`config.mk`:
```
export PLATFORM = sky130hd
export DESIGN_NAME = vball_gfx_arb_flat
export DESIGN_NICKNAME = d
export VERILOG_FILES = /design/src/rtl/vball_pkg.sv /design/src/rtl/vball_gfx_arb_if.sv /design/src/rtl/vball_gfx_wdog.sv /design/src/rtl/vball_gfx_arb.sv /design/src/flat_wrapper.sv
export SDC_FILE = /design/constraint.sdc
export NUM_CORES = 1
export LEC_CHECK = 0
export BUFFER_PORTS_ARGS = -buffer_cell sky130_fd_sc_hd__buf_2
export CORE_MARGIN = 2
export CORE_UTILIZATION = 39
export CTS_BUF_LIST = sky130_fd_sc_hd__clkbuf_16
export DETAILED_ROUTE_END_ITERATION = 7
export GPL_TIMING_DRIVEN = 1
export PLACE_DENSITY = 0.73
export SYNTH_ARGS = -nofsm -noshare
export SYNTH_HDL_FRONTEND = slang
export SYNTH_SLANG_ARGS = --single-unit
```
`constraint.sdc`:
```
create_clock -name clk_sys -period 2.2 [get_ports clk_sys]
set_clock_uncertainty 0.15 [all_clocks]
set_input_delay 0.11 -clock clk_sys [delete_from_list [all_inputs] [get_ports clk_sys]]
set_output_delay 0.11 -clock clk_sys [all_outputs]
set_load 0.01 [all_outputs]
```
`src/rtl/vball_pkg.sv`:
```
`default_nettype none
// +------------------------------------------------------------------+
// | vball_pkg: shared types and constants for the graphics ROM path. |
// | Rev 1.0                                                          |
// +------------------------------------------------------------------+
package vball_pkg;

  localparam int         GFX_AW           = 19;
  localparam logic [7:0] GFX_TIMEOUT_DATA = 8'hFF;

  typedef enum logic [1:0] {
    IDLE    = 2'd0,
    BUSY_BG = 2'd1,
    BUSY_SP = 2'd2
  } arb_state_t;

endpackage
`default_nettype wire

```
`src/rtl/vball_gfx_arb_if.sv`:
```
`default_nettype none
// +------------------------------------------------------------------+
// | vball_gfx_arb_if: requester and external gfx ROM signals.        |
// | Rev 1.0                                                          |
// +------------------------------------------------------------------+
interface vball_gfx_arb_if
  import vball_pkg::*;
#(
  parameter int AW = GFX_AW
) ();

  logic          hb;
  logic          bg_req;
  logic [AW-1:0] bg_addr;
  logic          bg_ack;
  logic [7:0]    bg_data;
  logic          sp_req;
  logic [AW-1:0] sp_addr;
  logic          sp_ack;
  logic [7:0]    sp_data;
  logic          mem_rd;
  logic [AW-1:0] mem_addr;
  logic [7:0]    mem_data;
  logic          mem_rdy;
  logic          err;

  // The arbiter itself.
  modport master (
    input  hb, bg_req, bg_addr, sp_req, sp_addr, mem_data, mem_rdy,
    output bg_ack, bg_data, sp_ack, sp_data, mem_rd, mem_addr, err
  );

  // Requesters and memory seen from the outside.
  modport slave (
    output hb, bg_req, bg_addr, sp_req, sp_addr, mem_data, mem_rdy,
    input  bg_ack, bg_data, sp_ack, sp_data, mem_rd, mem_addr, err
  );

endinterface
`default_nettype wire

```
`src/rtl/vball_gfx_wdog.sv`:
```
`default_nettype none
// +------------------------------------------------------------------+
// | vball_gfx_wdog: per-transaction cycle counter for a stalled ROM. |
// | Rev 1.0                                                          |
// +------------------------------------------------------------------+
module vball_gfx_wdog
  import vball_pkg::*;
#(
  parameter logic [7:0] TIMEOUT = 8'd64
) (
  input  logic clk_sys,
  input  logic reset,
  input  logic clear,
  input  logic enable,
  output logic expired
);

  logic [7:0] r_cnt;

  always_ff @(posedge clk_sys) begin
    if (reset) begin
      r_cnt <= 8'd0;
    end else if (clear) begin
      r_cnt <= 8'd0;
    end else if (enable) begin
      r_cnt <= r_cnt + 8'd1;
    end
  end

  assign expired = (r_cnt == TIMEOUT - 8'd1);

endmodule
`default_nettype wire

```
`src/rtl/vball_gfx_arb.sv`:
```
`default_nettype none
// +------------------------------------------------------------------+
// | vball_gfx_arb: shares the external gfx ROM port between bg/sprite.|
// | Rev 1.0                                                          |
// +------------------------------------------------------------------+
module vball_gfx_arb
  import vball_pkg::*;
#(
  parameter int         AW      = GFX_AW,
  parameter logic [3:0] STARVE  = 4'd8,
  parameter logic [7:0] TIMEOUT = 8'd64
) (
  input  logic             clk_sys,
  input  logic             reset,
  vball_gfx_arb_if.master  bus
);

  arb_state_t    r_state, w_state_nxt;
  logic          r_mem_rd, w_mem_rd_nxt;
  logic [AW-1:0] r_mem_addr, w_mem_addr_nxt;
  logic          r_bg_ack, w_bg_ack_nxt;
  logic          r_sp_ack, w_sp_ack_nxt;
  logic [7:0]    r_bg_data, w_bg_data_nxt;
  logic [7:0]    r_sp_data, w_sp_data_nxt;
  logic          r_err, w_err_nxt;
  logic [3:0]    r_sp_wait, w_sp_wait_nxt;
  logic          w_wd_clear, w_wd_en, w_wd_expired;
  logic          w_done;
  logic [7:0]    w_done_data;

  vball_gfx_wdog #(.TIMEOUT(TIMEOUT)) u_wdog (
    .clk_sys (clk_sys),
    .reset   (reset),
    .clear   (w_wd_clear),
    .enable  (w_wd_en),
    .expired (w_wd_expired)
  );

  // A real completion always beats a coincident timeout.
  assign w_done      = bus.mem_rdy || w_wd_expired;
  assign w_done_data = bus.mem_rdy ? bus.mem_data : GFX_TIMEOUT_DATA;

  always_comb begin
    w_state_nxt    = r_state;
    w_mem_rd_nxt   = r_mem_rd;
    w_mem_addr_nxt = r_mem_addr;
    w_bg_ack_nxt   = 1'b0;
    w_sp_ack_nxt   = 1'b0;
    w_bg_data_nxt  = r_bg_data;
    w_sp_data_nxt  = r_sp_data;
    w_err_nxt      = r_err;
    w_wd_clear     = 1'b0;
    w_wd_en        = 1'b0;
    w_sp_wait_nxt  = r_sp_wait;

    if (!bus.sp_req) begin
      w_sp_wait_nxt = 4'd0;
    end else if (r_state != BUSY_SP && r_sp_wait != 4'hF) begin
      w_sp_wait_nxt = r_sp_wait + 4'd1;
    end

    case (r_state)
      IDLE: begin
        if (bus.sp_req && (!bus.bg_req || bus.hb || r_sp_wait >= STARVE)) begin
          w_state_nxt    = BUSY_SP;
          w_mem_rd_nxt   = 1'b1;
          w_mem_addr_nxt = bus.sp_addr;
          w_wd_clear     = 1'b1;
          w_sp_wait_nxt  = 4'd0;
        end else if (bus.bg_req) begin
          w_state_nxt    = BUSY_BG;
          w_mem_rd_nxt   = 1'b1;
          w_mem_addr_nxt = bus.bg_addr;
          w_wd_clear     = 1'b1;
        end
      end
      BUSY_BG, BUSY_SP: begin
        w_wd_en = 1'b1;
        if (w_done) begin
          w_state_nxt  = IDLE;
          w_mem_rd_nxt = 1'b0;
          if (!bus.mem_rdy) w_err_nxt = 1'b1;
          if (r_state == BUSY_BG) begin
            w_bg_ack_nxt  = 1'b1;
            w_bg_data_nxt = w_done_data;
          end else begin
            w_sp_ack_nxt  = 1'b1;
            w_sp_data_nxt = w_done_data;
          end
        end
      end
      default: begin
        w_state_nxt  = IDLE;
        w_mem_rd_nxt = 1'b0;
      end
    endcase
  end

  always_ff @(posedge clk_sys) begin
    if (reset) begin
      r_state    <= IDLE;
      r_mem_rd   <= 1'b0;
      r_mem_addr <= '0;
      r_bg_ack   <= 1'b0;
      r_sp_ack   <= 1'b0;
      r_bg_data  <= 8'd0;
      r_sp_data  <= 8'd0;
      r_err      <= 1'b0;
      r_sp_wait  <= 4'd0;
    end else begin
      r_state    <= w_state_nxt;
      r_mem_rd   <= w_mem_rd_nxt;
      r_mem_addr <= w_mem_addr_nxt;
      r_bg_ack   <= w_bg_ack_nxt;
      r_sp_ack   <= w_sp_ack_nxt;
      r_bg_data  <= w_bg_data_nxt;
      r_sp_data  <= w_sp_data_nxt;
      r_err      <= w_err_nxt;
      r_sp_wait  <= w_sp_wait_nxt;
    end
  end

  assign bus.mem_rd   = r_mem_rd;
  assign bus.mem_addr = r_mem_addr;
  assign bus.bg_ack   = r_bg_ack;
  assign bus.sp_ack   = r_sp_ack;
  assign bus.bg_data  = r_bg_data;
  assign bus.sp_data  = r_sp_data;
  assign bus.err      = r_err;

endmodule
`default_nettype wire

```
`src/flat_wrapper.sv`:
```
// flat-port wrapper written by rule: the top's interface ports become plain ports
module vball_gfx_arb_flat import vball_pkg::*;
#(
  parameter int         AW      = GFX_AW,
  parameter logic [3:0] STARVE  = 4'd8,
  parameter logic [7:0] TIMEOUT = 8'd64
)
  (clk_sys, reset, bus_hb, bus_bg_req, bus_bg_addr, bus_sp_req, bus_sp_addr, bus_mem_data, bus_mem_rdy, bus_bg_ack, bus_bg_data, bus_sp_ack, bus_sp_data, bus_mem_rd, bus_mem_addr, bus_err);
  vball_gfx_arb_if #(.AW(AW)) bus_i ();
  input  logic clk_sys;
  input  logic reset;
  input wire logic [$bits(bus_i.hb)-1:0] bus_hb;
  input wire logic [$bits(bus_i.bg_req)-1:0] bus_bg_req;
  input wire logic [$bits(bus_i.bg_addr)-1:0] bus_bg_addr;
  input wire logic [$bits(bus_i.sp_req)-1:0] bus_sp_req;
  input wire logic [$bits(bus_i.sp_addr)-1:0] bus_sp_addr;
  input wire logic [$bits(bus_i.mem_data)-1:0] bus_mem_data;
  input wire logic [$bits(bus_i.mem_rdy)-1:0] bus_mem_rdy;
  output wire logic [$bits(bus_i.bg_ack)-1:0] bus_bg_ack;
  output wire logic [$bits(bus_i.bg_data)-1:0] bus_bg_data;
  output wire logic [$bits(bus_i.sp_ack)-1:0] bus_sp_ack;
  output wire logic [$bits(bus_i.sp_data)-1:0] bus_sp_data;
  output wire logic [$bits(bus_i.mem_rd)-1:0] bus_mem_rd;
  output wire logic [$bits(bus_i.mem_addr)-1:0] bus_mem_addr;
  output wire logic [$bits(bus_i.err)-1:0] bus_err;
  assign bus_i.hb = bus_hb;
  assign bus_i.bg_req = bus_bg_req;
  assign bus_i.bg_addr = bus_bg_addr;
  assign bus_i.sp_req = bus_sp_req;
  assign bus_i.sp_addr = bus_sp_addr;
  assign bus_i.mem_data = bus_mem_data;
  assign bus_i.mem_rdy = bus_mem_rdy;
  assign bus_bg_ack = bus_i.bg_ack;
  assign bus_bg_data = bus_i.bg_data;
  assign bus_sp_ack = bus_i.sp_ack;
  assign bus_sp_data = bus_i.sp_data;
  assign bus_mem_rd = bus_i.mem_rd;
  assign bus_mem_addr = bus_i.mem_addr;
  assign bus_err = bus_i.err;
  vball_gfx_arb #(.AW(AW), .STARVE(STARVE), .TIMEOUT(TIMEOUT)) u_core (.clk_sys(clk_sys), .reset(reset), .bus(bus_i));
endmodule
```
# Word level (Yosys, flattened, before mapping)
# Cells that the tools add are included.
[word_totals] reg_bits=53 input_bits=52 out_inout_bits=39 elab_cells=61
[op_classes] add_sub_neg=2 magnitude_cmp=1 n_eq_ne=7 mux=21 n_bitwise=4 n_reduce_logical=16
[op_table] cell="$mux W19" n=2
[op_table] cell="$mux W4" n=4
[op_table] cell="$mux W1" n=9
[op_table] cell="$reduce_and A3 Y1" n=3
[op_table] cell="$add A8 B1 Y8 const B" n=1
[op_table] cell="$eq A8 B6 Y1 const B" n=1
[op_table] cell="$mux W8" n=1
[op_table] cell="$mux W2" n=3
[op_table] cell="$add A4 B1 Y4 const B" n=1
[op_table] cell="$ge A4 B4 Y1 const B" n=1
[op_table] cell="$ne A4 B4 Y1 const B" n=1
[op_table] cell="$not A1 Y1" n=4
[op_table] cell="$pmux W2 S2" n=1
[op_table] cell="$reduce_and A2 Y1" n=2
[op_table] cell="$reduce_or A2 Y1" n=2
[op_table] cell="$logic_or A1 B1 Y1" n=3
[op_table] cell="$ne A3 B2 Y1 const B" n=1
[op_table] cell="$reduce_or A3 Y1" n=1
[op_table] cell="$eq A2 B1 Y1 const B" n=1
[op_table] cell="$eq A2 B2 Y1 const B" n=1
[op_table] cell="$logic_and A1 B1 Y1" n=2
[op_table] cell="$logic_not A2 Y1" n=1
[op_table] cell="$ne A2 B1 Y1 const B" n=1
[op_table] cell="$ne A2 B2 Y1 const B" n=1
[op_table] cell="other kinds (3)" n=3

# Logic depth before layout (Yosys ltp)
# Gate-level depths: netlist (run 1).
[logic_depth] ltp_word=7 depth_mapped=8 depth_no_buf=6

# Modules after synthesis
# A second synthesis (run 1) with hierarchy kept.
[hier_totals] cells_unflattened=276 area_unflattened_um2=2307.2
[by_module_without_submodules] module="vball_gfx_arb" n_inst=1 cells_each=236 area_each_um2=1954.4 seq_area_each_um2=900.9
[by_module_without_submodules] module="vball_gfx_wdog" n_inst=1 cells_each=40 area_each_um2=352.8 seq_area_each_um2=160.2

# Worst setup path before layout (run 1)
# OpenSTA, ideal clock, no wires.
[synth_timing] kind="reg2reg" startpoint="reg u_core.r_state[0]" endpoint="reg u_core.r_state[1]" t_arrival_ps=1476 t_required_ps=1934 path_slack_ps=457 path_stages_with_launch=8 period_less_slack_ps=1743 cell_sequence="dfxtp_1 -> inv_1 -> ha_1 -> buf_2 -> nor2b_1 -> o21ai_2 -> nor4b_1 -> a31o_2"
[synth_between] elab_chain_len=4 word_cells_on_any_way=8 classes_between="4 x eq/ne; 1 x mux; 3 x reduce/logical"
[synth_rtl] element="from (decl)" line="vball_gfx_arb.sv:18" rtl="arb_state_t r_state, w_state_nxt;"
[synth_rtl] element="from (signal assigned)" line="vball_gfx_arb.sv:111" rtl="r_state <= w_state_nxt;"
[synth_rtl] element="$eq A2 B2 Y1 or $eq A2 B1 Y1 (tied branches)" line="vball_gfx_arb.sv:62" rtl="case (r_state)"
[synth_rtl] element="$reduce_or A2 Y1" line="vball_gfx_arb.sv:62"
[synth_rtl] element="$ne A2 B1 Y1 (no line)"
[synth_rtl] element="$reduce_and A2 Y1 (no line)"
# Parallel ways exist; a longest one is shown, timed or not.
# A chain may end at the register's enable or synchronous reset.

# Final worst setup path (run 1)
[layout_timing] startpoint="reg u_core.r_sp_wait[3]" endpoint="reg u_core.r_mem_addr[10] (netlist: u_core.bus.mem_addr[10])"
[layout_between] elab_chain_len=5 word_cells_on_any_way=6 classes_between="1 x order compare; 1 x mux; 4 x reduce/logical"
[layout_rtl] element="from (decl)" line="vball_gfx_arb.sv:26" rtl="logic [3:0] r_sp_wait, w_sp_wait_nxt;"
[layout_rtl] element="from (signal assigned)" line="vball_gfx_arb.sv:119" rtl="r_sp_wait <= w_sp_wait_nxt;"
[layout_rtl] element="$ge A4 B4 Y1 *" line="vball_gfx_arb.sv:64" rtl="if (bus.sp_req && (!bus.bg_req || bus.hb || r_sp_wait >= STARVE)) begin"
[layout_rtl] element="$logic_or A1 B1 Y1 *" line="vball_gfx_arb.sv:64"
[layout_rtl] element="$logic_and A1 B1 Y1 *" line="vball_gfx_arb.sv:64"
[layout_rtl] element="$reduce_bool A2 Y1 (no line)"
[layout_rtl] element="$reduce_and A2 Y1 (no line)"
[layout_rtl] element="to (signal assigned)" line="vball_gfx_arb.sv:113" rtl="r_mem_addr <= w_mem_addr_nxt;"
[layout_rtl] element="to (decl)" line="vball_gfx_arb.sv:20" rtl="logic [AW-1:0] r_mem_addr, w_mem_addr_nxt;"
# Every way passes the cells marked *; elsewhere a longest branch is shown, timed or not.

==> impl_metrics.yaml, run 1 <==
finish:
  final_common_cell: "buf_2"
  layout-drive-gt1-share: 0.346
  utilization: 0.572
  final_cell_mix: "90 x buf_2, 53 x dfxtp_1, 38 x dlygate4sd3_1"
  synthToLayoutAreaGrowth_pct: 42.4
  layout.nets: 427
  n_antenna_cell: 0
floorplanning:
  core_area_sq_um: 5920
  die_x_um: 82.1
  ios: 91
  dieArea_sq_um: 6740
  start_util: 0.402
  die_h_um: 82.1
  rows: 28
critical_path:
  crit_start: "u_core.r_sp_wait[3]"
  crit_path_start_kind: "flip-flop"
  cp-end-kind: "flip-flop"
  crit_required_ns: 2.21
  crit_fanout: 19
  path_class: "flip-flop to flip-flop"
  r2r_start: "u_core.r_sp_wait[3]"
  reg2reg_depth: 5
  cp.arrival_ns: 2.09
grt:
  grt_pass1_wl_mm: 9.07
  grt_pass1_vias: 2098
  grt.total_usage: 0.174
  grtUsageMet1: 0.188
  grt_overflow: 0
  grt_util_met2: 0.322
  grt_max_degree: 20
  antenna_found_initial: 0
  grt_busiest_layer: "met2"
  met3_usage: 0.0326
detailed_routing:
  dr.pass1.iters: 4
  drt-vias-per-instance: 4.96
  drt_iter0_drc: 143
  wl_per_cell_um: 13.8
  num_vias: 2194
  wl_mm: 6.10
  ant_nets: 0
  remaining_drc_errors: 0
synthesis:
  synth.top_cell.area_share: 0.446
  syn-num-nets: 299
  ys_seq_area_frac: 0.446
  ys_warn_count: 0
  synthCells: 240
  syn_area_per_cell_sq_um: 9.92
  yosys.cell_types.count: 39
  yosysTopAreaCell: "dfxtp_1"
  syn_area_sq_um: 2380
  synth_seq_cells: 53
  ys_top_cells_by_area: "dfxtp_1 45%, mux2i_1 8.4%, o21ai_0 4.8%"
pwr:
  power_density_nw_per_um2: 691
  pwr-share-clk: 0.312
  p_seq_frac: 0.462
  swShare: 0.273
  intPower_w: 0.00170
  switchingPower_w: 0.000639
  leakagePower_nw: 1.50
  power_frac_comb: 0.225
  ir_drop_v: 0.000382
job:
  drv_cap: 0
worst_hold_path:
  hold_class: "input pin to flip-flop"
  hold_start: "bus_bg_addr[3]"
  min_path_cells: 3
timing:
  finalSetupViolations: 0
  fin_ws_ns: 0.121
  final.setup.tns_ns: 0
  max_slew_margin: 0.532
  fin_crit_ns: 2.08
  final_hold_viol_count: 0
  period_share: 0.945
  drv_slew: 0
  worst_pin_slew_ns: 0.702
  rsz0062_at_grt: "no"
  fmax_mhz: 481
clock_network:
  cts_root_buffer: "clkbuf_16"
  cts.path.max_buffers: 2
  cts_buffers: 5
  cts.sinks: 53
  cts_tree: "done"
  postCtsSetupRepairBufs: 0
  clkTransAtPathRegs_ns: 0.06
  clk_latency_ns: 0.29
  cts-htree-levels: 2
placement:
  numPortBuffers: 90
  post-place-ws_ns: 0.302
  gp_congestion: 0.742
  dp_hpwl_mm: 3.81
status:
  status: "finished clean"
[power groups by stage]
stage / logic [W] / clock network, W / registers, W
6_report: 0.000527 / 0.000732 / 0.00108
5_1_grt: 0.000578 / 0.000781 / 0.00109
4_1_cts: 0.000515 / 0.000750 / 0.00108
3_5_place_dp: 0.000448 / 0 / 0.00110
3_3_place_gp: 0.000435 / 0 / 0.00110
2_1_floorplan: 0.000256 / 0 / 0.00113
[metrics by stage]
stage               instance area [sq um]  hold slack, ns  cells  power (W)
finish                               3390          0.0127    442    0.00234
global route                         3390          0.0448    442    0.00245
CTS                                  3380         0.00175    442    0.00235
detailed placement                   2870           0.227    398    0.00155
global placement                     2870           0.225    398    0.00153
floorplan                            2380          0.0387    240    0.00139
[worst max-delay path: stages, from the launching register on]
cell and delay, ns:
dfxtp_1 0.36, o31ai_4 0.29, buf_12 0.24, mux2i_1 0.23
dlygate4sd3_1 0.59, o21ai_0 0.09
[synthesized netlist by cell type]
| master | instances |
|---|---|
| a211oi_1 | 9 |
| a211oi_2 | 8 |
| a21oi_1 | 13 |
| a21oi_2 | 8 |
| a221oi_1 | 1 |
| a31o_2 | 1 |
| a31oi_1 | 1 |
| and2_1 | 1 |
| buf_2 | 2 |
| buf_4 | 3 |
| buf_6 | 3 |
| clkbuf_1 | 2 |
| clkbuf_2 | 2 |
| clkbuf_8 | 2 |
| dfxtp_1 | 53 |
| ha_1 | 7 |
| inv_1 | 8 |
| inv_2 | 1 |
| mux2i_1 | 20 |
| nand2_1 | 25 |
| nand2b_1 | 1 |
| nand3_1 | 1 |
| nand3_2 | 1 |
| nand4_1 | 3 |
| nand4bb_4 | 1 |
| nor2_1 | 12 |
| nor2b_1 | 9 |
| nor3_1 | 2 |
| nor3b_2 | 1 |
| nor4b_1 | 1 |
| o211ai_1 | 1 |
| o21ai_0 | 23 |
| o21ai_1 | 1 |
| o21ai_2 | 1 |
| o21bai_4 | 1 |
| o31ai_4 | 1 |
| or3_1 | 2 |
| xnor2_1 | 3 |
| xor2_1 | 5 |
[cell type report]
cell class                 instances  area, sq um
clock buffer                       5          125
clock inverter                     1         5.00
fill                             519         2530
inverter                           9         33.8
multi-input combinational        164         1170
sequential                        53         1060
tap                               75         93.8
timing repair buffer             135          896
[routing by layer]
metal	up-vias	wire length, um
met5	-	0
met4	0	182
met3	17	234
met2	55	3290
met1	1023	2400
li1	1099	-
[sequential cells by signal (all words and copies together) (netlist names), 2 cells and up]
| name | count |
|---|---|
| u_core.r_sp_wait | 4 |
| u_core.bus.sp_data | 8 |
| u_core.u_wdog.r_cnt | 8 |
| u_core.bus.mem_addr | 19 |
| u_core.bus.bg_data | 8 |
| u_core.r_state | 2 |
[repair_timing]
action / CTS / global route
endpoints found under the setup margin: 0 / 18
gates resized for setup: 0 / 3
hold buffers: 38 / 0
endpoints found under the hold margin: 22 / 0
[cell families after synthesis]
group	after synthesis	synth area share
compound gates	69	0.211
simple gates	60	0.131
flops	53	0.446
buf+inv	23	0.0610
mux	20	0.0841
xor+xnor	8	0.0294
fa+ha+maj	7	0.0368
[final timing paths]
kind / slack, ns / end
worst max-delay path: 0.12 / u_core.bus.mem_addr[10]
worst min-delay path: 0.01 / u_core.bus.mem_addr[3]
worst max register to register: 0.12 / u_core.bus.mem_addr[10]
worst min register to register: 0.30 / u_core.bus.mem_addr[5]
Power figures use the tool's default switching activity.
==> run 2: changes to the inputs <==
- CTS_BUF_LIST: sky130_fd_sc_hd__clkbuf_16 -> sky130_fd_sc_hd__clkbuf_8
- REMOVE_ABC_BUFFERS: not set -> 1
==> impl_metrics.yaml, run 2 (synthesis gave the netlist of run 1 again) <==
critical_path:
  r2r_start: "u_core.r_sp_wait[3]"
  r2r_slack_ns: 0.13
  cp-end-kind: "flip-flop"
  crit_path_start_kind: "flip-flop"
  cp.arrival_ns: 2.12
  crit_required_ns: 2.25
  path_class: "flip-flop to flip-flop"
  crit_fanout: 22
  reg2reg_depth: 5
  regToRegEndpoint: "u_core.bus.mem_addr[12]"
  crit_start: "u_core.r_sp_wait[3]"
  crit_end: "u_core.bus.mem_addr[12]"
detailed_routing:
  wl_mm: 5.98
  drt-vias-per-instance: 4.88
  wl_per_cell_um: 13.4
  dr.pass1.iters: 4
  num_vias: 2178
  drt_iter0_drc: 76
  remaining_drc_errors: 0
  ant_nets: 0
timing:
  period_share: 0.940
  worst_pin_slew_ns: 0.656
  drv_slew: 0
  worst_hold_slack_ns: 0.00457
  finalSetupViolations: 0
  fin_crit_ns: 2.07
  max_slew_margin: 0.563
  fmax_mhz: 484
  rsz0062_at_grt: "no"
  final_hold_viol_count: 0
  final.setup.tns_ns: 0
floorplanning:
  rows: 28
  core_area_sq_um: 5920
  ios: 91
  die_x_um: 82.1
  start_util: 0.402
  dieArea_sq_um: 6740
  die_h_um: 82.1
finish:
  layout-drive-gt1-share: 0.348
  final_common_cell: "buf_2"
  final_cell_mix: "90 x buf_2, 53 x dfxtp_1, 39 x dlygate4sd3_1"
  multi_input_comb_area_sq_um: 1170
  utilization: 0.571
  layout.nets: 429
  regArea_sq_um: 1060
  synthToLayoutAreaGrowth_pct: 42.0
  fin_area_sq_um: 3380
  largest_register_ffs: 19
  fill_cells: 518
  n_antenna_cell: 0
grt:
  grt_overflow: 0
  antenna_found_initial: 0
  grt_pass1_wl_mm: 9.25
  grt.total_usage: 0.176
  grt_max_degree: 23
  grt_pass1_vias: 2067
clock_network:
  clkTransAtPathRegs_ns: 0.10
  cts.path.max_buffers: 2
  cts_tree: "done"
  cts_buffers: 5
  cts.sinks: 53
  clk_latency_ns: 0.31
  cts_root_buffer: "clkbuf_8"
  postCtsSetupRepairBufs: 0
  cts-htree-levels: 2
job:
  drv_cap: 0
pwr:
  power_density_nw_per_um2: 673
  leakagePower_nw: 1.50
  ir_drop_v: 0.000549
  p_total_w: 0.00227
placement:
  dp_hpwl_mm: 3.61
  placed_area_sq_um: 2870
  gp_congestion: 0.764
  numPortBuffers: 90
worst_hold_path:
  hold_class: "input pin to flip-flop"
status:
  status: "finished clean"
run 2: changes by cell type in the layout (fill, tap and decap cells not counted):
cell / previous run / this run
buf_12: 1 / 0
buf_4: 6 / 7
buf_6: 0 / 1
bufinv_16: 0 / 1
clkbuf_16: 5 / 0
clkbuf_8: 0 / 5
clkinv_2: 1 / 0
clkinv_4: 0 / 1
dlygate4sd3_1: 38 / 39
inv_1: 8 / 9
run 2: per-layer routing:
metal / vias to the layer above / routed length [um] / track usage
li1: 1094 / - / -
met1: 1006 / 2540 / 0.204
met2: 70 / 3000 / 0.320
met3: 8 / 371 / 0.0402
met4: 0 / 68 / 0.0567
met5: - / 0 / 0
run 2: cell type report:
class / count / share of cell area
multi-input combinational: 164 / 0.347
inverter: 9 / 0.0100
clock buffer: 5 / 0.0204
clock inverter: 3 / 0.0126
tap: 75 / 0.0278
sequential: 53 / 0.314
timing repair buffer: 137 / 0.268
run 2: how the worst min path moves through the flow:
stage                    startpoint                endpoint  slack (ns)  cells after the start
finish                   bus_bg_req       u_core.r_state[0]       0.005                      3
detailed placement   bus_sp_addr[9]  u_core.bus.mem_addr[9]        0.24                      3
global route        bus_mem_data[2]   u_core.bus.bg_data[2]        0.02                      3
global placement     bus_sp_addr[9]  u_core.bus.mem_addr[9]        0.23                      3
floorplan                     reset   u_core.bus.bg_data[0]        0.02                      1
CTS                      bus_bg_req       u_core.r_state[0]       0.004                      3
run 2: stage by stage:
stage | setup WS (ns) | instances
final | 0.132 | 446
after floorplan | 0.369 | 226
after global routing | 0.0141 | 446
after global placement | 0.383 | 399
after detailed placement | 0.329 | 399
after CTS | 0.0902 | 446
run 2: critical path: stages, from the launching register on:
cell,delay [ns]
dfxtp_1,0.37
o31ai_4,0.26
buf_6,0.28
mux2i_1,0.25
dlygate4sd3_1,0.57
o21ai_0,0.07
run 2: what timing repair did:
action,CTS,global route
endpoints found under the setup margin,0,10
resized for setup,0,1
hold endpoints to repair,26,0
hold buffers,39,0
run 2: power breakdown:
group / leakage, nW / switching (W) / internal, W
Clock: 0.0595 / 0.000330 / 0.000338
Combinational: 1.00 / 0.000264 / 0.000257
Sequential: 0.433 / 0.0000449 / 0.00104
Total: 1.50 / 0.000639 / 0.00163
==> run 3: changes to the inputs <==
- BUFFER_PORTS_ARGS: -buffer_cell sky130_fd_sc_hd__buf_2 -> -buffer_cell sky130_fd_sc_hd__buf_4
==> impl_metrics.yaml, run 3 (synthesis gave the netlist of run 1 again) <==
status:
  status: "finished clean"
floorplanning:
  die_x_um: 82.1
  start_util: 0.402
  die_h_um: 82.1
  rows: 28
  ios: 91
  dieArea_sq_um: 6740
  core_area_sq_um: 5920
grt:
  grt_pass1_vias: 2234
  grt_max_degree: 24
  grt.total_usage: 0.181
  grt_overflow: 0
  antenna_found_initial: 0
  grt_pass1_wl_mm: 9.46
placement:
  dp_hpwl_mm: 3.85
  numPortBuffers: 90
  post-place-ws_ns: 0.266
  gp_congestion: 0.708
pwr:
  switchingPower_w: 0.000626
  intPower_w: 0.00181
  ir_drop_v: 0.000382
  leakagePower_nw: 1.56
  swShare: 0.257
  p_seq_frac: 0.447
  p_total_w: 0.00243
  pwr-share-clk: 0.314
  power_frac_comb: 0.240
  power_density_nw_per_um2: 668
critical_path:
  crit_start: "u_core.r_sp_wait[3]"
  crit_path_start_kind: "flip-flop"
  cp.arrival_ns: 2.12
  r2r_start: "u_core.r_sp_wait[3]"
  cp-end-kind: "flip-flop"
  reg2reg_depth: 5
  crit_required_ns: 2.24
  crit_fanout: 22
  path_class: "flip-flop to flip-flop"
clock_network:
  cts_buffers: 5
  cts_tree: "done"
  clk_latency_ns: 0.31
  cts-htree-levels: 2
  clkTransAtPathRegs_ns: 0.09
  cts.path.max_buffers: 2
  cts.sinks: 53
  cts_root_buffer: "clkbuf_8"
finish:
  synthToLayoutAreaGrowth_pct: 53.0
  final_common_cell: "buf_4"
  fill_cells: 507
  largest_register_ffs: 19
  final_cell_mix: "95 x buf_4, 53 x dfxtp_1, 42 x dlygate4sd3_1"
  utilization: 0.615
  layout-drive-gt1-share: 0.344
  n_antenna_cell: 0
  layout.nets: 430
timing:
  final_hold_viol_count: 0
  max_slew_margin: 0.698
  finalSetupViolations: 0
  fmax_mhz: 481
  fin_ws_ns: 0.123
  rsz0062_at_grt: "no"
  fin_crit_ns: 2.08
  drv_slew: 0
  final.setup.tns_ns: 0
  worst_pin_slew_ns: 0.451
  period_share: 0.944
  worst_hold_slack_ns: 0.0101
detailed_routing:
  dr.pass1.iters: 4
  num_vias: 2190
  ant_nets: 0
  wl_per_cell_um: 13.4
  remaining_drc_errors: 0
  drt_iter0_drc: 78
  drt-vias-per-instance: 4.90
  wl_mm: 5.97
worst_hold_path:
  hold_start: "bus_mem_data[5]"
  min_path_cells: 3
  hold_class: "input pin to flip-flop"
job:
  drv_cap: 0
run 3: power by group through the flow:
| stage | clock network [W] | logic (W) | registers, W |
|---|---|---|---|
| 6_report | 0.000763 | 0.000583 | 0.00109 |
| 5_1_grt | 0.000829 | 0.000637 | 0.00110 |
| 4_1_cts | 0.000783 | 0.000578 | 0.00109 |
| 3_5_place_dp | 0 | 0.000507 | 0.00111 |
| 3_3_place_gp | 0 | 0.000494 | 0.00111 |
| 2_1_floorplan | 0 | 0.000220 | 0.00113 |
run 3: through the flow:
stage	instance area (sq um)	cells
3_5_place_dp	3080	397
4_1_cts	3630	446
5_1_grt	3640	447
2_1_floorplan	2270	226
6_report	3640	447
3_3_place_gp	3080	397
run 3: critical path: stages (launching register included):
cell and delay (ns):
dfxtp_1 0.36, o31ai_4 0.26, buf_6 0.29, mux2i_1 0.24
dlygate4sd3_1 0.58, o21ai_0 0.08
run 3: path summary, 6_finish.rpt:
path,endpoint,slack (ns)
setup / recovery,u_core.bus.mem_addr[15],0.12
hold / removal,u_core.bus.sp_data[5],0.01
setup reg to reg,u_core.bus.mem_addr[15],0.12
hold reg to reg,u_core.bus.mem_addr[3],0.31
run 3: cell type report:
type	instances	area [sq um]	share of cell area
clock buffer	5	68.8	0.0189
multi-input combinational	164	1170	0.322
clock inverter	3	65.1	0.0179
inverter	9	33.8	0.00928
sequential	53	1060	0.291
tap	75	93.8	0.0258
timing repair buffer	138	1140	0.314
run 3: timing repair:
action | CTS | global route
buffers inserted | 0 | 0
gates resized for setup | 0 | 1
hold endpoints to repair | 22 | 1
endpoints found under the setup margin | 0 | 10
hold buffers | 41 | 1
run 3: routing by layer:
layer / vias to the layer above / GRT usage / part of all wire
met3: 10 / 0.0565 / 0.075
met2: 76 / 0.333 / 0.51
met1: 1007 / 0.193 / 0.41
met5: - / 0 / 0
li1: 1097 / - / -
met4: 0 / 0.0667 / 0.014
